[src/rtl/tri_root_hlsm.sv]
// Triangular-root HLSM: finds the smallest n with n(n-1)/2 >= t by stepping i and a running sum.
// Optional feature macro: TRI_ROOT_EXACT_EN adds the 'exact' output (sum hit t exactly).
module tri_root_hlsm #(
    parameter int WIDTH = 4
) (
    input  logic             clk,
    input  logic             rst,
    input  logic             b,
    input  logic [WIDTH-1:0] t,
    output logic [WIDTH-1:0] n_out,
    output logic             busy,
`ifdef TRI_ROOT_EXACT_EN
    output logic             exact,
`endif
    output logic             done
);

    typedef enum logic [1:0] {
        S_IDLE = 2'b00,
        S_CALC = 2'b01,
        S_DONE = 2'b10,
        S_ILL  = 2'b11
    } state_t;

    state_t               r_state;
    logic [WIDTH-1:0]     r_i;
    logic [2*WIDTH-1:0]   r_sum;
    logic [WIDTH-1:0]     r_t;
    logic [WIDTH-1:0]     r_n_out;
    logic                 r_busy;
    logic                 r_done;

    logic [2*WIDTH-1:0]   w_t_ext;
    logic [2*WIDTH-1:0]   w_sum_next;
    logic [WIDTH-1:0]     w_i_next;
    logic                 w_sum_ge;

    // Datapath primitives: zero-extend, adder, incrementor, comparator.
    assign w_t_ext    = {{WIDTH{1'b0}}, r_t};
    assign w_sum_next = r_sum + {{WIDTH{1'b0}}, r_i};
    assign w_i_next   = r_i + {{(WIDTH-1){1'b0}}, 1'b1};
    assign w_sum_ge   = (r_sum >= w_t_ext);

`ifdef TRI_ROOT_EXACT_EN
    logic r_exact;
    logic w_sum_eq;

    assign w_sum_eq = (r_sum == w_t_ext);
    assign exact    = r_exact;
`endif

    assign n_out = r_n_out;
    assign busy  = r_busy;
    assign done  = r_done;

    // Controller and datapath registers; busy/done are registered alongside the state.
    always_ff @(posedge clk) begin
        if (rst) begin
            r_state <= S_IDLE;
            r_i     <= {WIDTH{1'b0}};
            r_sum   <= {(2*WIDTH){1'b0}};
            r_t     <= {WIDTH{1'b0}};
            r_n_out <= {WIDTH{1'b0}};
            r_busy  <= 1'b0;
            r_done  <= 1'b0;
`ifdef TRI_ROOT_EXACT_EN
            r_exact <= 1'b0;
`endif
        end else begin
            case (r_state)
                S_IDLE: begin
                    r_i    <= {WIDTH{1'b0}};
                    r_sum  <= {(2*WIDTH){1'b0}};
                    r_done <= 1'b0;
                    if (b) begin
                        r_t     <= t;
                        r_state <= S_CALC;
                        r_busy  <= 1'b1;
                    end else begin
                        r_state <= S_IDLE;
                        r_busy  <= 1'b0;
                    end
                end
                S_CALC: begin
                    if (w_sum_ge) begin
                        r_n_out <= r_i;
                        r_state <= S_DONE;
                        r_busy  <= 1'b0;
                        r_done  <= 1'b1;
`ifdef TRI_ROOT_EXACT_EN
                        r_exact <= w_sum_eq;
`endif
                    end else begin
                        r_sum   <= w_sum_next;
                        r_i     <= w_i_next;
                        r_state <= S_CALC;
                        r_busy  <= 1'b1;
                        r_done  <= 1'b0;
                    end
                end
                S_DONE: begin
                    r_state <= S_IDLE;
                    r_busy  <= 1'b0;
                    r_done  <= 1'b0;
                end
                default: begin
                    // Unreachable encoding: recover to IDLE with outputs quiet.
                    r_state <= S_IDLE;
                    r_busy  <= 1'b0;
                    r_done  <= 1'b0;
                end
            endcase
        end
    end

endmodule

[config.mk]
export PLATFORM = sky130hd
export DESIGN_NAME = tri_root_hlsm
export DESIGN_NICKNAME = d
export VERILOG_FILES = /design/src/rtl/tri_root_hlsm.sv
export SDC_FILE = /design/constraint.sdc
export NUM_CORES = 1
export LEC_CHECK = 0
export CAP_MARGIN = 20
export CELL_PAD_IN_SITES_DETAIL_PLACEMENT = 0
export CELL_PAD_IN_SITES_GLOBAL_PLACEMENT = 1
export CORE_UTILIZATION = 45
export CTS_BUF_LIST = sky130_fd_sc_hd__clkbuf_4 sky130_fd_sc_hd__clkbuf_8
export DETAILED_ROUTE_END_ITERATION = 7
export PLACE_DENSITY_LB_ADDON = 0.1
export REMOVE_ABC_BUFFERS = 1
export SKIP_CTS_REPAIR_TIMING = 1
export SLEW_MARGIN = 40
export SYNTH_ARGS = -nofsm -noshare
export SYNTH_HDL_FRONTEND = slang
export SYNTH_SLANG_ARGS = --single-unit
[constraint.sdc]
create_clock -name clk -period 3.25 [get_ports clk]
set_input_delay 0.975 -clock clk [delete_from_list [all_inputs] [get_ports clk]]
set_output_delay 0.975 -clock clk [all_outputs]
set_load 0.1 [all_outputs]
==> flow_metrics.tcl, run 1 <==
set metrics [dict create \
    setup_tns_ps 0 \
    ir_drop_mv 0.2485 \
    cts.sinks 23 \
    ys_seq_area_frac 0.3907 \
    vias 977 \
    critPathLaunchType "flip-flop" \
    fp.dieW_um 53.18 \
    cts_tree "built" \
    synthSimpleGateAreaFrac 0.1879 \
    worstSetupStartpoint "r_state[0]" \
    clock_skew_ps 5.445 \
    drive_gt1_frac 0.1259 \
    tightest_slew_ps 571.2 \
    grt_pass1_vias 837 \
    syn2layout_area_growth_pct 13.06 \
    postPlaceCellArea_sq_um 1300 \
    ys_warn_count 0 \
    clk_path_buf_depth 2 \
    grt_setup_unrepaired "false" \
    synthMuxAreaShare 0.008493 \
    cp_slowest_cell "dfxtp_1" \
    grt.total_usage 0.1921 \
    status "finished, final reports clean" \
    place_hpwl_um 1806 \
    synth_top_family_by_area "compound AO/OA/AOI/OAI gates" \
    wl_per_cell_um 13.61 \
    grt_max_degree 14 \
    synth-xor-area-share 0.01486 \
    crit_path_end_kind "output port" \
    grt_pass1_wl_um 3822 \
    async_flop_share 0 \
    clockRootBuffer "clkbuf_4" \
    nets 161 \
    crit_fanout 7 \
    drt_iter0_markers 19 \
    antenna_left 0 \
    clk_latency_ps 310 \
    min_from "r_t[0]" \
    synth_compound_area_frac 0.2389 \
    numCtsBuffers 3 \
    fmax_ghz 0.4729 \
    yosysMostFrequentCell "dfxtp_1" \
    leakage_nw 0.5425 \
    rows 18 \
    synth-edff-count 0 \
    initial_core_util 0.4758 \
    postSynthCellCount 131 \
    required_ps 2270 \
    grt_overflow 0 \
    synthAdderAreaFrac 0.1125 \
    finalCriticalPeriod_ps 2115 \
    htreeDepth 1 \
    avgSynthCellArea_sq_um 8.997 \
    viasPerCell 5.647 \
    hold_violations 0 \
    diodes 0 \
    yosys.area.top_type_share 0.3907 \
    die_h_um 53.18 \
    crit_chain "buf_4" \
    max_slew_margin 0.6184 \
    synth_top_cell_by_area "dfxtp_1" \
    synth_flop_cell "dfxtp_1" \
    fillers 244 \
    finalCritPeriodShare 0.6507 \
    setup_viol 0 \
    cp_top_family "flip-flops" \
    ys_top_cells_by_count "23 x dfxtp_1, 19 x a21oi_1, 17 x nand3_1, 9 x ha_1, 8 x nand2_1" \
    synth.distinct_cells 37 \
    antenna_found_initial 0 \
    drt_first_pass_iters 4 \
    stdcell_area_sq_um 1333 \
    ys_ff_latch 23 \
    maxCapViolCount 0 \
    arrival_ps 1140 \
    routabilityCongestion 0.8072 \
    ios 13 \
    critPathBufInv 1 \
    yosys-top-cells-area "dfxtp_1 39%, ha_1 9.6%, a21oi_1 8.1%" \
    drc 0 \
    coreArea_sq_um 2477 \
    io_buffer_count 12 \
    clk_pin_slew_ps 130 \
    critPathMaxStageDelay_ps 490 \
    drt-total-wl_um 2355 \
    drv_slew 0 \
    synth.cell_area_sq_um 1179 \
    p_per_area_nw_per_um2 389.8 \
    path_class "reg2out" \
    rr_startpoint "r_sum[1]" \
    min_path_type "reg2reg" \
    die-area_sq_um 2828 \
]
## logic make-up after synthesis
family / count (synthesis)
and+or+nand+nor: 42
AOI/OAI and AO/OA: 40
DFF: 23
adders and majority gates: 10
muxes: 1
xor gates and xnor gates: 2
buffers and inverters: 13
## cell type report
| class | instances | area (sq um) | share of cell area |
|---|---|---|---|
| inverter | 7 | 26.28 | 0.01972 |
| tap | 30 | 37.54 | 0.02817 |
| multi-input combinational | 95 | 663.1 | 0.4977 |
| sequential | 23 | 460.4 | 0.3455 |
| clock inverter | 1 | 5.005 | 0.003756 |
| clock buffer | 3 | 22.52 | 0.01690 |
| timing repair buffer | 14 | 117.6 | 0.08826 |
## routing by layer
layer,track usage,routed length [um]
met1,0.2561,1088
met2,0.3017,1145
met3,0.02586,104
met4,0.09211,16
met5,0,0
## stage by stage
stage / cells / hold slack (ps) / utilization / setup WS (ps) / total power, W
detailed placement: 168 / 451.9 / 0.5247 / 973.4 / 0.0003891
CTS: 172 / 471.2 / 0.5359 / 1123 / 0.0005235
finish: 173 / 467.7 / 0.5379 / 1135 / 0.0005194
global route: 173 / 488.6 / 0.5379 / 1081 / 0.0005449
global placement: 168 / 444.6 / 0.5247 / 986.7 / 0.0003895
floorplan: 125 / 430.3 / - / 1267 / 0.0003585
## state kept, by name, indices dropped and copies added, names as in the netlist
name     flops
r_sum        8
n_out        4
r_i          4
r_t          4
r_state      2
done         1
## where the power goes
part	internal, W	leakage (nW)	switching, W	total, W
clock network	0.0000460	0.0177	0.0000888	0.000135
registers	0.000288	0.186	0.00000617	0.000295
logic	0.0000271	0.339	0.0000628	0.0000900
total	0.000362	0.543	0.000158	0.000519
## worst paths after layout
| path | end | slack [ps] | depth (start not counted) |
|---|---|---|---|
| min reg2reg | r_t[0] | 470 | 2 |
| max | busy | 1140 | 1 |
| max reg2reg | r_sum[3] | 1250 | 6 |
| min | r_t[0] | 470 | 2 |
## cells in the final DEF, fill, tap and decap left out, drive strengths merged
cell           netlist  layout
clkinv               0       1
ha                   9       9
o211a                1       1
nand4b               1       1
or2                  1       1
nor3                 3       3
a211o                1       1
or3                  3       3
a2111oi              1       1
a21o                 2       2
and3                 1       1
fa                   1       1
xor2                 2       2
mux2i                1       1
nand2                8       8
a21oi               19      19
o21ai                4       4
clkbuf               3       3
nand2b               1       1
nand3               17      17
o31ai                1       1
inv                  7       7
dfxtp               23      23
clkdlybuf4s50        0       6
nor2b                1       1
nor3b                1       1
o41ai                1       1
o21a                 4       4
o2111ai              1       1
buf                  3       8
a211oi               2       2
o211ai               3       3
and2                 1       1
nand4                1       1
nor2                 2       2
nor4                 1       1
Power figures use the tool's default switching activity.
==> run 2, diff against run 1 <==
- CORE_UTILIZATION: 45 -> 44
- clock period: 3.25 -> 2.2 ns (I/O delays scaled with it)
==> run 2 against run 1 <==
  * Critical path depth rose by 5
  * Sequential power rose by 48%
  * First-iteration DRC count rose by 89%
  * Routed wire length rose by 6.9%
  * Core utilization rose by 0.42 points
  * Via count rose by 3.4%
  * Flip-flop and latch count did not move
  * Critical endpoint is now r_sum[3]
==> flow_metrics.tcl, run 2 (same netlist as run 1, synthesis figures left out) <==
set metrics [dict create \
    status "finished, final reports clean" \
    largest_register_ff_count 8 \
    viasPerCell 5.805 \
    grt_max_degree 15 \
    rows 18 \
    min_path_type "reg2reg" \
    grt_pass1_vias 902 \
    clk_path_buf_depth 2 \
    cts_tree "built" \
    required_ps 2410 \
    hold_violations 0 \
    ios 13 \
    postPlaceCellArea_sq_um 1313 \
    p_per_area_nw_per_um2 571.4 \
    setup_tns_ps 0 \
    maxCapViolCount 0 \
    reg2reg_depth 6 \
    finalCritPeriodShare 0.8791 \
    hold-path-endpoint "r_t[1]" \
    tightest_slew_ps 577.8 \
    io_buffer_count 12 \
    clockRootBuffer "clkbuf_4" \
    antenna_found_initial 0 \
    cts.sinks 23 \
    dpl_worst_slack_ps 131.4 \
    numCtsBuffers 3 \
    drt_iter0_markers 36 \
    final_cell_mix "23 x dfxtp_1, 19 x a21oi_1, 17 x nand3_1, 9 x ha_1" \
    clock_skew_ps 4.117 \
    setup_ws_ps 266.1 \
    nets 162 \
    arrival_ps 2150 \
    ir_drop_mv 0.3363 \
    finalPower_w 0.0007743 \
    path_class "reg2reg" \
    crit_fanout 10 \
    drc 0 \
    htreeDepth 1 \
    rr_startpoint "r_sum[1]" \
    clk_pin_slew_ps 130 \
    fp.dieW_um 53.76 \
    coreArea_sq_um 2500 \
    drt_first_pass_iters 4 \
    die_h_um 53.76 \
    mostFrequentLayoutCell "dfxtp_1" \
    grt_setup_unrepaired "false" \
    grt_pass1_wl_um 4264 \
    stdcell_area_sq_um 1355 \
    max_slew_margin 0.6140 \
    diodes 0 \
    reg2reg_to "r_sum[3]" \
    regToRegSetupSlack_ps 270 \
    critPathLaunchType "flip-flop" \
    wl_per_cell_um 14.47 \
    drive_gt1_frac 0.1319 \
    initial_core_util 0.4715 \
    grt_overflow 0 \
    place_hpwl_um 1969 \
    fmax_ghz 0.5171 \
    grt.total_usage 0.2083 \
    syn2layout_area_growth_pct 14.97 \
    place_inst 168 \
    setup_viol 0 \
    drv_slew 0 \
    vias 1010 \
    hold_depth 2 \
    crit_path_end_kind "flip-flop" \
    antenna_left 0 \
    clk_latency_ps 300 \
    drt-total-wl_um 2517 \
    leakage_nw 0.5518 \
    routabilityCongestion 0.8578 \
    die-area_sq_um 2890 \
    finalCriticalPeriod_ps 1934 \
    min_from "r_t[1]" \
    top_register "r_sum" \
    fin_cells 174 \
]
## run 2: cell types whose count changed in the layout (fill, tap and decap cells not counted), sizes merged
| cell | delta |
|---|---|
| buf | +1 |
## run 2: worst max-delay path by stage
stage | cells past startpoint | end | startpoint | slack (ps)
5_1_grt | 6 | r_sum[3] | r_sum[1] | 180
4_1_cts | 5 | r_sum[3] | r_sum[1] | 100
6_report | 6 | r_sum[3] | r_sum[1] | 270
3_3_place_gp | 3 | r_i[2] | rst | 270
2_1_floorplan | 3 | r_i[0] | r_state[0] | 290
3_5_place_dp | 5 | r_sum[3] | r_sum[1] | 130
## run 2: final cells by class
cell class                 count  area, sq um
inverter                       7        26.28
timing repair buffer          15        140.1
clock inverter                 1        5.005
sequential                    23        460.4
clock buffer                   3        22.52
multi-input combinational     95        663.1
tap                           30        37.54
fill                         239         1145
## run 2: where the power goes
group | switching, W | total, W | internal [W]
Clock | 0.000124 | 0.000192 | 0.0000678
Combinational | 0.0000964 | 0.000146 | 0.0000495
Sequential | 0.0000104 | 0.000437 | 0.000426
Total | 0.000231 | 0.000774 | 0.000543
## run 2: per-stage QoR
step / hold slack [ps] / utilization
3_5_place_dp: 449.1 / 0.5250
4_1_cts: 466.8 / 0.5360
5_1_grt: 495.0 / 0.5420
6_report: 462.7 / 0.5420
2_1_floorplan: 430.3 / -
3_3_place_gp: 447.3 / 0.5250
## run 2: layer usage
layer,global-route usage,wire [um]
met5,0,0
met4,0.07018,16
met3,0.03955,112
met2,0.3313,1223
met1,0.2789,1164
## run 2: worst max-delay path: stages (launching register included)
cell and delay [ps]:
dfxtp_1 450, ha_1 270, o211ai_1 320, o211ai_1 120, buf_4 190, and2_1 180, o41ai_2 300
